===== src/rtl/isa_pkg.sv =====
// Shared ISA definitions for the front end.
//  - Instruction field positions for the opcode and R-type func fields.
//  - Opcode value that marks an R-type instruction.
//  - Fetch-stage state encoding.
package isa_pkg;

  localparam int OPC_MSB  = 31;
  localparam int OPC_LSB  = 27;
  localparam int FUNC_MSB = 6;
  localparam int FUNC_LSB = 2;

  localparam logic [4:0] OPC_RTYPE = 5'b00000;

  typedef enum logic [1:0] {
    FS_BOOT,
    FS_RUN,
    FS_HOLD
  } fetch_state_t;

endpackage


===== src/rtl/fetch_skid.sv =====
// One-entry skid buffer holding an instruction word and its PC.
// Catches the word that returns from imem while decode is stalled.
// Ports:
//  clock, reset_n        clock and asynchronous active-low reset
//  load                  capture load_instr/load_pc, mark entry full
//  load_instr, load_pc   word and PC being captured
//  drain                 entry consumed by IF/ID this cycle, mark empty
//  flush                 discard entry (redirect); wins over load/drain
//  full                  entry holds a live word
//  instr, pc             stored word and PC
module fetch_skid #(
  parameter int ADDR_W = 12
) (
  input  logic              clock,
  input  logic              reset_n,
  input  logic              load,
  input  logic [31:0]       load_instr,
  input  logic [ADDR_W-1:0] load_pc,
  input  logic              drain,
  input  logic              flush,
  output logic              full,
  output logic [31:0]       instr,
  output logic [ADDR_W-1:0] pc
);

  always_ff @(posedge clock or negedge reset_n) begin
    if (!reset_n) begin
      full  <= 1'b0;
      instr <= '0;
      pc    <= '0;
    end else if (flush) begin
      full <= 1'b0;
    end else if (load) begin
      full  <= 1'b1;
      instr <= load_instr;
      pc    <= load_pc;
    end else if (drain) begin
      full <= 1'b0;
    end
  end

endmodule


===== src/rtl/fetch_stage.sv =====
// Instruction-fetch stage: PC generation, imem read issue, IF/ID register.
// Ports:
//  clock, reset_n        clock and asynchronous active-low reset
//  imem_addr/imem_rd_en  read request to 1-cycle-latency sync imem
//  imem_data             read data, valid the cycle after imem_rd_en
//  stall                 decode cannot accept; IF/ID holds
//  redirect/redirect_pc  flush the pipe and refetch from redirect_pc
//  id_valid, id_instr    IF/ID instruction (instr is 0 when not valid)
//  id_pc, id_pc_plus1    PC of id_instr and PC+1 (wrapping)
//  id_opcode, id_func    decoded fields; func is 0 for non-R-type
module fetch_stage
  import isa_pkg::*;
#(
  parameter int              ADDR_W   = 12,
  parameter logic [ADDR_W-1:0] RESET_PC = '0
) (
  input  logic              clock,
  input  logic              reset_n,
  output logic [ADDR_W-1:0] imem_addr,
  output logic              imem_rd_en,
  input  logic [31:0]       imem_data,
  input  logic              stall,
  input  logic              redirect,
  input  logic [ADDR_W-1:0] redirect_pc,
  output logic              id_valid,
  output logic [31:0]       id_instr,
  output logic [ADDR_W-1:0] id_pc,
  output logic [ADDR_W-1:0] id_pc_plus1,
  output logic [4:0]        id_opcode,
  output logic [4:0]        id_func
);

  fetch_state_t      state, state_nxt;
  logic [ADDR_W-1:0] pc_f;
  logic              inflight;
  logic [ADDR_W-1:0] inflight_pc;
  logic              issue;

  logic              skid_load, skid_drain, skid_full;
  logic [31:0]       skid_instr;
  logic [ADDR_W-1:0] skid_pc;

  // Only one word can ever be in flight when a stall begins, because a
  // stalled cycle issues no read; the single skid entry is therefore enough
  // and can never collide with a returning word while draining.
  assign skid_load  = inflight && stall && !redirect;
  assign skid_drain = skid_full && !stall && !redirect;

  fetch_skid #(.ADDR_W(ADDR_W)) u_skid (
    .clock      (clock),
    .reset_n    (reset_n),
    .load       (skid_load),
    .load_instr (imem_data),
    .load_pc    (inflight_pc),
    .drain      (skid_drain),
    .flush      (redirect),
    .full       (skid_full),
    .instr      (skid_instr),
    .pc         (skid_pc)
  );

  always_comb begin
    state_nxt  = state;
    issue      = 1'b0;
    imem_rd_en = 1'b0;
    imem_addr  = '0;
    case (state)
      FS_BOOT: state_nxt = FS_RUN;
      FS_RUN:  if (stall && !redirect) state_nxt = FS_HOLD;
      FS_HOLD: if (!stall || redirect) state_nxt = FS_RUN;
      default: state_nxt = FS_BOOT;
    endcase
    // The redirect cycle issues nothing; the target is fetched next cycle.
    if (state != FS_BOOT && !stall && !redirect) begin
      issue      = 1'b1;
      imem_rd_en = 1'b1;
      imem_addr  = pc_f;
    end
  end

  // Fetch stage: PC and in-flight tracking
  always_ff @(posedge clock or negedge reset_n) begin
    if (!reset_n) begin
      state       <= FS_BOOT;
      pc_f        <= RESET_PC;
      inflight    <= 1'b0;
      inflight_pc <= '0;
    end else begin
      state    <= state_nxt;
      // Clearing inflight on redirect kills the word still on its way back.
      inflight <= issue;
      if (issue) inflight_pc <= pc_f;
      if (redirect)   pc_f <= redirect_pc;
      else if (issue) pc_f <= pc_f + 1'b1;
    end
  end

  // IF/ID register
  always_ff @(posedge clock or negedge reset_n) begin
    if (!reset_n) begin
      id_valid    <= 1'b0;
      id_instr    <= '0;
      id_pc       <= '0;
      id_pc_plus1 <= '0;
    end else if (redirect) begin
      id_valid    <= 1'b0;
      id_instr    <= '0;
      id_pc       <= '0;
      id_pc_plus1 <= '0;
    end else if (!stall) begin
      if (skid_full) begin
        id_valid    <= 1'b1;
        id_instr    <= skid_instr;
        id_pc       <= skid_pc;
        id_pc_plus1 <= skid_pc + 1'b1;
      end else if (inflight) begin
        id_valid    <= 1'b1;
        id_instr    <= imem_data;
        id_pc       <= inflight_pc;
        id_pc_plus1 <= inflight_pc + 1'b1;
      end else begin
        id_valid    <= 1'b0;
        id_instr    <= '0;
        id_pc       <= '0;
        id_pc_plus1 <= '0;
      end
    end
  end

  assign id_opcode = id_instr[OPC_MSB:OPC_LSB];
  assign id_func   = (id_opcode == OPC_RTYPE) ? id_instr[FUNC_MSB:FUNC_LSB] : 5'd0;

endmodule


===== config.mk =====
export PLATFORM = sky130hd
export DESIGN_NAME = fetch_stage
export DESIGN_NICKNAME = d
export VERILOG_FILES = /design/src/rtl/isa_pkg.sv /design/src/rtl/fetch_skid.sv /design/src/rtl/fetch_stage.sv
export SDC_FILE = /design/constraint.sdc
export NUM_CORES = 1
export LEC_CHECK = 0
export CAP_MARGIN = 25
export CORE_UTILIZATION = 57
export CTS_BUF_LIST = sky130_fd_sc_hd__clkbuf_2
export CTS_CLUSTER_SIZE = 28
export DETAILED_ROUTE_END_ITERATION = 10
export PLACE_DENSITY = 0.95
export SLEW_MARGIN = 20
export SYNTH_ARGS = -nofsm -noshare
export SYNTH_HDL_FRONTEND = slang
export SYNTH_SLANG_ARGS = --single-unit

===== constraint.sdc =====
create_clock -name clock -period 3.04 [get_ports clock]
set_input_delay 0.608 -clock clock [delete_from_list [all_inputs] [get_ports clock]]
set_output_delay 0.608 -clock clock [all_outputs]
set_load 0.005 [all_outputs]

==> Word-level counts from Yosys, hierarchy flattened <==
Cells that the tools add are included.
{ "op_classes": {"eq_ne": 5, "bitwise_logic": 1, "mux": 27, "reduce_logical": 17, "n_addsub": 3} }
{ "op_table": {"columns": ["cell", "n"], "rows": [
  ["two-way mux 12 bit", 11],
  ["two-way mux 32 bit", 4],
  ["adder 12 x 1 -> 12 bit, second input constant", 3],
  ["two-way mux 1 bit", 8],
  ["logical AND 1 bit", 7],
  ["case mux 2 bit (3 select lines)", 1],
  ["logical NOT 5 bit", 1],
  ["two-way mux 5 bit", 1],
  ["two-way mux 2 bit", 2],
  ["inequality test 2 bit, second input constant", 2],
  ["AND reduction 2 bit", 2],
  ["nonzero test 2 bit", 2],
  ["nonzero test 3 bit", 1],
  ["equality test 2 x 1 -> 1 bit, second input constant", 1],
  ["equality test 2 bit, second input constant", 1],
  ["logical NOT 1 bit", 2],
  ["logical NOT 2 bit", 1],
  ["inequality test 2 x 1 -> 1 bit, second input constant", 1],
  ["logical OR 1 bit", 1],
  ["inverter 1 bit", 1]
]} }
{ "word_totals": {"register_bits": 129, "wordCells": 64, "input_bits": 48, "out_inout_bits": 80} }

==> Logic depth before layout (Yosys ltp) <==
Gate-level depths: netlist of run 1.
{ "depth": {"ltp_word": 6, "ltp_mapped": 7, "ltp_nobuf": 5} }

==> Cells and area by module <==
Synthesis of run 1 repeated with hierarchy kept, for this count alone.
{ "unflattened": {"cells_unflattened": 552, "area_unflattened_um2": 6188.4} }
{ "by_module_without_submodules": {"columns": ["module", "instances", "area_each_um2", "cells_per_inst"], "rows": [
  ["fetch_stage", 1, 4287.9, 454],
  ["fetch_skid", 1, 1900.6, 98]
]} }

==> Least setup slack after synthesis of run 1 <==
Ideal clock, no wire load.
{ "synth_path": {"path_type": "input -> output", "start": "input port redirect", "end": "output port imem_addr[1]", "setup_slack_ns": 1.015, "stages": 6, "arrival_time_ns": 1.417, "path_buffers": 2, "path_cell_list": "buf_2 -> nor2_8 -> o21ai_2 -> inv_2 -> buf_2 -> and2_1"} }
{ "synth_via": {"elab_chain_len": 3} }
{ "synth_rtl": {"columns": ["item", "line_no", "text"], "rows": [
  ["start: declaration", "fetch_stage.sv:23", "input logic redirect,"],
  ["logical NOT 1 bit", "fetch_stage.sv:74", "if (state != FS_BOOT && !stall && !redirect) begin"],
  ["logical AND 1 bit", "fetch_stage.sv:74", null],
  ["two-way mux 12 bit", "fetch_stage.sv:74", null],
  ["end: declaration", "fetch_stage.sv:19", "output logic [ADDR_W-1:0] imem_addr,"]
]} }
Every way passes these cells.

==> Worst setup path after layout of run 1 <==
{ "layout_path": {"start": "register id_instr[30]", "end": "output port id_func[2]"} }
{ "layout_via": {"elab_chain_len": 2} }
{ "layout_rtl": {"columns": ["item", "line_no", "text"], "rows": [
  ["start: declaration", "fetch_stage.sv:26", "output logic [31:0] id_instr,"],
  ["start signal: assignment", "fetch_stage.sv:113", "id_instr <= skid_instr;"],
  ["start signal: assignment", "fetch_stage.sv:118", "id_instr <= imem_data;"],
  ["logical NOT 5 bit", "fetch_stage.sv:131", "assign id_func = (id_opcode == OPC_RTYPE) ? id_instr[FUNC_MSB:FUNC_LSB] : 5'd0;"],
  ["two-way mux 5 bit", "fetch_stage.sv:131", null],
  ["end: declaration", "fetch_stage.sv:30", "output logic [4:0] id_func"]
]} }
Every way passes these cells.

==> metrics.txt, run 1 <==
post-layout util=74.7%; CTS buffer count=17; period utilization=96.5%; Hold Path Class=input port to register; R2R Setup Slk=0.95 ns; CTS sink count=between 100 and 150; worst-path cell chain=or4_4 > nor2_4 > buf_4 > and2_1 > dlygate4sd2_1; max cap viols=0; area leader, netlist=dfrtp_1; Least-Margin Pin Slew=0.761 ns; number of port buffers=roughly 130; Slew Viols, Final=0; clk root buf=clkbuf_2; status=complete, no violations; Leak=3.38 nW; wl on met1=6410 µm; metal2 WL=7870 µm; endpoints failing setup=0; final instance area=about 8000 µm²; register area share after synthesis=a little over half; worst r2r path cells=4; Clock Path Buffers=2; gr usage total=about 30%; total power=4.34 mW; post-synthesis cell type count=between 50 and 60; Remaining DRCs=0; Placed Area=around 7500 µm²; first-pass GRT wire length=between 20,000 and 30,000 µm; Worst IR Drop VDD=0.000377 V; most common cell after layout, fill and taps aside=dfrtp_1; Post-synth EDFFs=0; post-synth top area share=~52%; row cnt=37; initial antenna violation count=1; vias per std cell=6.31; DP HPWL=about 11,000 µm; num ports=128; starting density of the core=59.5%; placed cells=778; fillcell total=661; GRT overflow=0; cell at the slowest stage of the critical path=or4_4; die area=11,300 µm²; Clk Latency, worst-skew pair=0.70 ns; non-filler cells, final=815; Nets=717; Fmax=0.341 GHz; most frequent cells in the layout=dfrtp_1, clkdlybuf4s50_1, nor3_1, nor2b_1, a221oi_1; Mapped Area=6200 µm²; pre-CTS WS=approximately 0.46 ns; crit path capture type=output pin; Period minus WS final=2.93 ns; multi-input logic area=2680 µm²; Routed Antenna Nets=0; crit path capture=id_func[2]; vias in the first global route=between 5,000 and 6,000; layout cell share with drive strength beyond 1=between 10% and 20%; Worst-path clk slew=0.20 ns; CP startpoint kind=register; Setup Crit Path Kind=register to output pin; max incr delay on CP=0.55 ns; Syn Nets=604; Total Wirelength=16,000 µm; Post-Syn Instances=553; final hold violation count=0; worst setup margin=between 0.1 and 0.15 ns; Synth Area per Inst=11.2 µm²; Async SR Flop Fraction=100%; DR iter-0 viols=491; power per cell area=558 nW/µm²; reg2reg end=id_instr[27]; Ys Warns=0; H-tree levels=4; register area=3230 µm²; CTS tree=built; critical path peak fanout=3; total number of vias=5,141; most used flip-flop cell after synthesis=dfrtp_1; reg-to-reg critical path startpoint=u_skid.full; worst clock skew=0.0310 ns; Synth Register Bits=129; Highest Signal Layer=met4; largest net degree at the start of global routing=82; core area=between 10,000 and 15,000 µm²; Pre-antenna DRT Iters=5; CP Launch Point=id_instr[30]; most area-consuming cells after synthesis=dfrtp_1, mux2_2, a221oi_1, nor2b_1, nor3_1; worst path required time=2.43 ns; final estimated routing congestion in global placement=0.938; met3 wire length=1280 µm; Arr. time, crit path=approximately 2.3 ns; chip width=106 µm; post-DR wirelength/cell=~20 µm; area grow syn2layout=25.5%; DIE HEIGHT=106 µm; Max transition margin=between 40% and 50%
[per-stage QoR]
step	hold slack, ns	TNS, ns
final	0.350	0
after global routing	0.314	-0.0103
after CTS	0.305	0
after detailed placement	0.473	0
after global placement	0.463	0
after floorplan	0.312	0
[flip-flops by register name, indices dropped and copies added, names as in the netlist]
| signal | count |
|---|---|
| u_skid.instr | 32 |
| pc_f | 12 |
| inflight_pc | 12 |
| u_skid.full | 1 |
| state | 2 |
| id_pc_plus1 | 12 |
| id_instr | 32 |
| id_valid | 1 |
| inflight | 1 |
| u_skid.pc | 12 |
| id_pc | 12 |
[per-layer routing]
layer | track usage, % | up-vias
met1 | 36.6 | 2548
met4 | 13.6 | 0
met3 | 8.77 | 51
met5 | 0 | -
met2 | 46.8 | 284
li1 | - | 2258
[critical path: cells and delay by family (launching register included)]
| family | cells | cell delay, ns |
|---|---|---|
| flip-flops | 1 | 0.43 |
| buffers and inverters | 2 | 0.37 |
| AND/OR/NAND/NOR | 3 | 0.82 |
[cells in the mapped netlist, types with 4 or more instances]
master and instances:
a221oi_1 46, mux2i_1 4, a21o_1 14, buf_2 13, o21ai_0 14, and3_1 6, nor2b_1 49, xnor2_1 12
inv_1 4, mux2_2 44, nand2_1 31, dfrtp_1 129, nand4_1 10, buf_6 6, nand3_1 7, buf_4 7
o221ai_1 5, nor2_1 10, nor3_1 51, xor2_1 12, clkbuf_1 20, and2_1 18
[how the worst min path moves through the flow]
stage | startpoint | end | slack, ns | cells after the start
global route | redirect | inflight | 0.31 | 4
finish | redirect | inflight | 0.35 | 4
CTS | redirect | inflight | 0.30 | 4
detailed placement | id_valid | id_valid | 0.47 | 2
floorplan | reset_n | id_instr[0] | 0.31 | 0
global placement | id_valid | id_valid | 0.46 | 2
[cell type report]
type                       count  share of cell area, %
clock inverter                13                   2.40
clock buffer                  18                   1.16
multi-input combinational    370                   34.5
sequential                   129                   41.5
antenna                        1                 0.0322
tap                          136                   2.19
timing repair buffer         143                   18.0
inverter                       5                  0.241
[power breakdown]
| group | internal, mW | total (mW) | switching [mW] |
|---|---|---|---|
| clock network | 0.545 | 1.20 | 0.651 |
| registers | 1.99 | 2.30 | 0.319 |
| logic | 0.473 | 0.836 | 0.363 |
| total | 3.00 | 4.34 | 1.33 |
[timing repair]
| item | CTS | global route |
|---|---|---|
| setup endpoints to repair | 5 | 3 |
| resized for setup | 8 | 1 |
| endpoints found under the hold margin | 57 | 0 |
| buffers inserted | 3 | 1 |
| pin swaps | 2 | 1 |
| hold buffers | 1 | 0 |
| cloned | 0 | 0 |
[cell families (layout without fill, tap and decap cells)]
family                   Yosys count  count (layout)  synth area share [%]
AND/OR/NAND/NOR                  198             198                  17.9
adder cells (fa/ha/maj)            3               3                 0.606
buffers and inverters             54             179                  5.00
XOR/XNOR                          24              24                  3.39
other                              0               1                     0
multiplexers                      48              48                  8.64
AO/OA/AOI/OAI                     97              97                  12.4
flip-flops                       129             129                  52.1
(Power assumes the default switching activity.)
==> run 2: changes to the inputs <==
--- a/config.mk
+++ b/config.mk
@@ -5,12 +5,13 @@
 export SDC_FILE = /design/constraint.sdc
 export NUM_CORES = 1
 export LEC_CHECK = 0
+export ABC_AREA = 1
 export CAP_MARGIN = 25
-export CORE_UTILIZATION = 57
+export CORE_UTILIZATION = 51
 export CTS_BUF_LIST = sky130_fd_sc_hd__clkbuf_2
 export CTS_CLUSTER_SIZE = 28
 export DETAILED_ROUTE_END_ITERATION = 10
-export PLACE_DENSITY = 0.95
+export PLACE_DENSITY = 0.91
 export SLEW_MARGIN = 20
 export SYNTH_ARGS = -nofsm -noshare
 export SYNTH_HDL_FRONTEND = slang
==> run 2 against run 1 <==
Hold slack improved by 0.16 ns. Power decreased by 7.9%. Synthesized cell count increased by 17%. Wire length decreased by 4.6%. Setup slack improved by 0.079 ns. Critical path depth increased by 1. Clock skew decreased by 0.0095 ns. Global-route usage decreased by 2.9 points. Utilization decreased by 7.6 points. Cell area decreased by 1.6%. Sequential share of layout area increased by 0.67 points. Critical path type unchanged. Highest routed layer unchanged.
==> metrics.txt, run 2 <==
Post-Syn Instances=646 (+17%); row cnt=39 (+5.4%); adder-cell share of the synthesized area=0.629% (+0.024 points); power per cell area=522 nW/µm² (-6.4%); most area-consuming cells after synthesis=dfrtp_1, nand2_1, mux2_1, a22oi_1, nor2_1; Largest regs=id_instr x32, u_skid.instr x32; Routed Antenna Nets=0 (unchanged); Post-synth EDFFs=0 (unchanged); Remaining DRCs=0 (unchanged); DP HPWL=10,900 µm (+1.3%); xor/xnor share of the synthesized area=0.734% (-2.7 points); critical path peak fanout=21 (+18); Fmax=0.350 GHz (+2.8%); first-pass GRT wire length=24,300 µm (-4.3%); Period minus WS final=2.85 ns (-0.0793 ns); Worst Path Buf+Inv=2 (unchanged); CP startpoint kind=register; GRT overflow=0 (unchanged); Net Sw Frac=30.8% (+0.095 points); post-synthesis cell type count=33 (-35%); Worst-path clk slew=0.18 ns (-0.02 ns); fillcell total=907 (+37%); initial antenna violation count=0 (-1); endpoints failing setup=0 (unchanged); Cell Int Power=2.76 mW (-8.0%); post-DR wirelength/cell=16.4 µm (-16%); vias per std cell=5.59 (-11%); Hold Path Class=input port to register; Total Wirelength=15,200 µm (-4.6%); most common cell after layout, fill and taps aside=nand2_1; Top Usage Layer GRT=met2; Ys Warns=0 (unchanged); met2 Usage GRT=43.4% (-3.3 points); Leak=3.36 nW (-0.81%); max cap viols=0 (unchanged); final estimated routing congestion in global placement=0.905 (-3.5%); post-layout util=67.0% (-7.6 points); Mapped Area=5970 µm² (-3.8%); number of port buffers=127 (unchanged); area grow syn2layout=28.3%; crit-path most repeated cell=nor2_1; multi-input logic area=2380 µm² (-11%); Max transition margin=52.1% (+2.8 points); Least-Margin Pin Slew=0.719 ns (-0.0421 ns); Nets=824 (+15%); total number of vias=5,193 (+1.0%); Synth Area in Simple Gates=16.6% (-1.3 points); worst path required time=2.43 ns (about the same); GRT met1 Usage=33.3% (-3.3 points); sequential share of power=55.0% (+1.9 points); final hold violation count=0 (unchanged); CTS buffer count=17 (unchanged); vias in the first global route=5,133 (+1.5%); DIE HEIGHT=110 µm (+3.6%); Switching Power=1.23 mW (-7.6%); Async SR Flop Fraction=100% (unchanged); most frequent cells in the layout=nand2_1, dfrtp_1, clkdlybuf4s50_1, nor2_1, a22oi_1; worst clock skew=0.0215 ns (-0.00948 ns); most used flip-flop cell after synthesis=dfrtp_1; largest net degree at the start of global routing=55 (-33%); most common cell in the synthesized netlist=nand2_1; max incr delay on CP=0.53 ns (-0.02 ns); DR iter-0 viols=427 (-13%); Crit path max-delay family=buffers and inverters; core area=11,400 µm² (+9.6%); CTS sink count=129 (unchanged); combinational family with the most area after synthesis=simple AND/OR/NAND/NOR gates; register area=3230 µm² (unchanged); top cells by count, synth=nand2_1, dfrtp_1, nor2_1; CTS tree=built; Worst IR Drop VDD=0.000299 V (-21%); H-tree levels=4 (unchanged); post-synth top area share=54.1% (+2.0 points); post-route setup TNS=0 ns (unchanged); Slew Viols, Final=0 (unchanged); chip width=110 µm (+3.6%); clk root buf=clkbuf_2; area leader, netlist=dfrtp_1; Pre-antenna DRT Iters=5 (unchanged); Syn Nets=697 (+15%); Synth Area per Inst=9.23 µm² (-18%); unrepaired setup endpoints after global routing=false; gr usage total=26.4% (-2.9 points); Setup Crit Path Kind=register to output pin; Synth Register Bits=129 (unchanged); Clock Path Buffers=2 (unchanged); post-CTS setup repair buffer count=0 (-3); period utilization=93.9% (-2.6 points); clock network fraction of total power=26.3% (-1.3 points); diode count=0 (-1); register area share after synthesis=54.1% (+2.0 points); combinational fraction of design power=18.7% (-0.6 points); met3 usage=5.58% (-3.2 points); Arr. time, crit path=2.25 ns (-0.07 ns); mux share of post-synthesis cell area=6.04% (-2.6 points); starting density of the core=52.2% (-7.3 points); crit path capture type=output pin; Compound-Gate Fraction of Synth Area=15.6% (+3.2 points); cell at the slowest stage of the critical path=clkdlybuf4s50_1; die area=12,100 µm² (+7.4%); layout cell share with drive strength beyond 1=8.27% (-7.5 points); status=complete, no violations; Clk Latency, worst-skew pair=0.65 ns (-0.05 ns); worst-path cell chain=nor2_1 > nor2_1 > nand2_2 > buf_12 > nor2_1 > clkdlybuf4s50_1; num ports=128 (unchanged)
[run 2: worst reg2reg max path, cell delays in order (launching register included)]
cell and delay, ns:
dfrtp_1 0.62, inv_2 0.10, nor2_4 0.54, buf_4 0.39, a22oi_1 0.14, o21ai_0 0.16
[run 2: cell families (layout without fill, tap and decap cells)]
| group | count (synthesis) | in the layout |
|---|---|---|
| AOI/OAI and AO/OA | 152 | 152 |
| xor gates and xnor gates | 5 | 5 |
| adders and majority gates | 3 | 3 |
| buffers and inverters | 88 | 228 |
| DFF | 129 | 129 |
| muxes | 32 | 32 |
| and+or+nand+nor | 237 | 237 |
[run 2: cell type report]
cell class                      instances  area share, %
Inverter                               52           2.55
Timing Repair Buffer                  144           18.8
Multi-Input combinational cell        429           31.1
Clock buffer                           18           1.18
Tap cell                              143           2.34
Sequential cell                       129           42.2
Clock inverter                         14           1.91
[run 2: worst paths after layout]
kind / start / end / slack (ns) / cells after the start
worst max-delay path: state[0] / imem_addr[8] / 0.19 / 6
min in group asynchronous: reset_n / id_instr[13] / 0.53 / 2
max in group asynchronous: reset_n / u_skid.pc[3] / 1.68 / 3
worst min register to register: id_pc_plus1[9] / id_pc_plus1[9] / 0.50 / 2
worst max register to register: inflight / id_pc[11] / 1.00 / 5
worst min-delay path: redirect_pc[1] / pc_f[1] / 0.50 / 3
[run 2: timing repair]
item	in CTS	in global routing
gates resized for setup	0	4
hold endpoints to repair	52	0
hold buffers	1	0
endpoints found under the setup margin	0	7
[run 2: metal layers]
layer  part of all wire, %  vias up
li1                      -     2445
met1                    42     2496
met2                    48      214
met3                   6.6       38
met4                   3.4        0
met5                     0        -
[run 2: power groups by stage]
stage / registers (mW) / clock network (mW) / logic [mW]
2_1_floorplan: 2.15 / 0 / 0.440
3_3_place_gp: 2.20 / 0 / 0.711
3_5_place_dp: 2.22 / 0 / 0.739
4_1_cts: 2.18 / 1.07 / 0.745
5_1_grt: 2.22 / 1.15 / 0.838
6_report: 2.20 / 1.05 / 0.747
[run 2: metrics by stage]
step	total power, mW	hold WS, ns	setup WS, ns	area (µm²)	std cells
6_report	4.00	0.505	0.187	7650	929
5_1_grt	4.22	0.462	0.00786	7650	929
4_1_cts	4.01	0.466	0.0945	7640	929
3_5_place_dp	2.96	0.471	0.186	7400	896
3_3_place_gp	2.91	0.464	0.212	7400	896
2_1_floorplan	2.59	0.312	1.16	5970	646
==> run 3: changes to the inputs <==
--- a/config.mk
+++ b/config.mk
@@ -6,7 +6,7 @@
 export NUM_CORES = 1
 export LEC_CHECK = 0
 export ABC_AREA = 1
-export CAP_MARGIN = 25
+export CAP_MARGIN = 20
 export CORE_UTILIZATION = 51
 export CTS_BUF_LIST = sky130_fd_sc_hd__clkbuf_2
 export CTS_CLUSTER_SIZE = 28
==> constraint.sdc (replaced) <==
create_clock -name clock -period 2.7 [get_ports clock]
set_input_delay 0.54 -clock clock [delete_from_list [all_inputs] [get_ports clock]]
set_output_delay 0.54 -clock clock [all_outputs]
set_load 0.005 [all_outputs]
==> run 3 against run 2 <==
Clock skew rose by 0.0090 ns. Critical path depth unchanged. Sequential cell count is the same. Die area unchanged. Setup slack got worse by 0.025 ns. Combinational power up 16%. Wire length increased by 1.7%. Via count grew 2.6%. Clock power grew 9.5%. Sequential power up 12%. Sequential share of layout area down 0.73 points. Largest power group unchanged. Highest routed layer unchanged.
==> metrics.txt, run 3 (same netlist as run 2, synthesis figures left out) <==
combinational fraction of design power=19.3% (+0.6 points); chip width=110 µm (unchanged); critical path peak fanout=10 (-52%); clock network fraction of total power=25.7% (-0.6 points); core area=11,400 µm² (unchanged); unrepaired setup endpoints after global routing=false; Clock Path Buffers=2 (unchanged); Switching Power=1.44 mW (+17%); Worst IR Drop VDD=0.000348 V (+16%); Max transition margin=65.0% (+13 points); DR iter-0 viols=407 (-4.7%); diode count=0 (unchanged); vias per std cell=5.66 (+1.3%); Placed Area=7430 µm² (+0.44%); final hold slack=0.301 ns (-0.204 ns); row cnt=39 (unchanged); layout cell share with drive strength beyond 1=11.0% (+2.8 points); GRT overflow=0 (unchanged); starting density of the core=52.2% (unchanged); Remaining DRCs=0 (unchanged); crit path capture type=output pin; Least-Margin Pin Slew=0.524 ns (-0.195 ns); H-tree levels=4 (unchanged); fillcell total=867 (-4.4%); Clk Latency, worst-skew pair=0.68 ns (+0.03 ns); power per cell area=576 nW/µm² (+10%); Setup Crit Path Kind=register to output pin; Routed Antenna Nets=0 (unchanged); worst path required time=2.16 ns (-0.27 ns); number of port buffers=127 (unchanged); status=complete, no violations; num ports=128 (unchanged); total power=4.49 mW (+12%); area grow syn2layout=30.6%; final hold violation count=0 (unchanged); non-filler cells, final=941 (+1.3%); final estimated routing congestion in global placement=0.913 (+0.91%); Total Wirelength=15,500 µm (+1.7%); CTS buffer count=17 (unchanged); Worst-path clk slew=0.19 ns (about the same); pre-CTS WS=-0.0178 ns (-0.204 ns); initial antenna violation count=0 (unchanged); Hold Path Class=input port to async pin; most common cell after layout, fill and taps aside=nand2_1; Fmax=0.394 GHz; post-layout util=68.2% (+1.2 points); CP startpoint kind=register; post-DR wirelength/cell=16.5 µm (+0.44%); post-route setup TNS=0 ns (unchanged); CTS sink count=129 (unchanged); final instance area=7790 µm² (+1.8%); worst setup margin=0.162 ns (-0.0248 ns); total number of vias=5,330 (+2.6%); DIE HEIGHT=110 µm (unchanged); Leak=3.57 nW (+6.4%); Slew Viols, Final=0 (unchanged); CTS tree=built; R2R Setup Slk=0.91 ns (-0.09 ns); largest net degree at the start of global routing=56 (+1.8%); max cap viols=0 (unchanged); Period minus WS final=2.54 ns; worst clock skew=0.0305 ns (+0.00904 ns); Arr. time, crit path=2.00 ns (-0.25 ns); vias in the first global route=5,110 (-0.45%); DP HPWL=10,800 µm (-0.27%); Pre-antenna DRT Iters=5 (unchanged); gr usage total=26.7% (+0.36 points); Largest regs=id_instr x32, u_skid.instr x32; endpoints failing setup=0 (unchanged); most frequent cells in the layout=nand2_1, dfrtp_1, clkdlybuf4s50_1, a22oi_1; clk root buf=clkbuf_2; Cell Int Power=3.04 mW (+10%); period utilization=94.0%; sequential share of power=55.1% (about the same); first-pass GRT wire length=24,600 µm (+0.91%); placed cells=902 (+0.67%); die area=12,100 µm² (unchanged); Net Sw Frac=32.2% (+1.3 points); Nets=836 (+1.5%)
## run 3: power groups by stage
stage	sequential [mW]	combinational [mW]	clock [mW]
floorplan	2.42	0.495	0
global placement	2.47	0.801	0
detailed placement	2.50	0.838	0
CTS	2.46	0.863	1.17
global route	2.50	0.972	1.25
finish	2.47	0.864	1.15
## run 3: repair_timing
action / 4_1_cts / 5_1_grt
hold endpoints to repair: 27 / 0
cloned: 1 / 0
setup buffers: 4 / 1
hold buffers: 1 / 0
setup endpoints to repair: 18 / 5
pin swaps: 6 / 2
gates resized for setup: 28 / 5
## run 3: path summary, 6_finish.rpt
check	start	cells after the start	endpoint
worst max-delay path	state[1]	6	imem_addr[4]
worst min-delay path	reset_n	2	id_instr[9]
worst max register to register	inflight	5	id_instr[22]
worst min register to register	id_instr[13]	2	id_instr[13]
max in group asynchronous	reset_n	3	id_instr[28]
min in group clock	redirect_pc[10]	3	pc_f[10]
## run 3: metal layers
| metal | part of all wire [%] | track usage [%] |
|---|---|---|
| met3 | 7.0 | 6.47 |
| met1 | 41 | 34.4 |
| met4 | 1.8 | 9.87 |
| met2 | 50 | 44.0 |
| met5 | 0 | 0 |
## run 3: layout make-up
cell class / count / area (µm²) / area share [%]
clock inverters: 14 / 143 / 1.83
well taps: 143 / 179 / 2.30
flip-flops and latches: 129 / 3230 / 41.5
repair buffers: 156 / 1540 / 19.7
multi-input cells: 429 / 2420 / 31.0
inverters: 52 / 195 / 2.51
clock buffers: 18 / 90.1 / 1.16
## run 3: critical path, cell delays in order, from the launching register on
cell and delay (ns):
dfrtp_1 0.45, nor2_4 0.16, nor2_4 0.06, nand2_4 0.10, bufbuf_16 0.27, nor2_2 0.04
dlygate4sd2_1 0.25
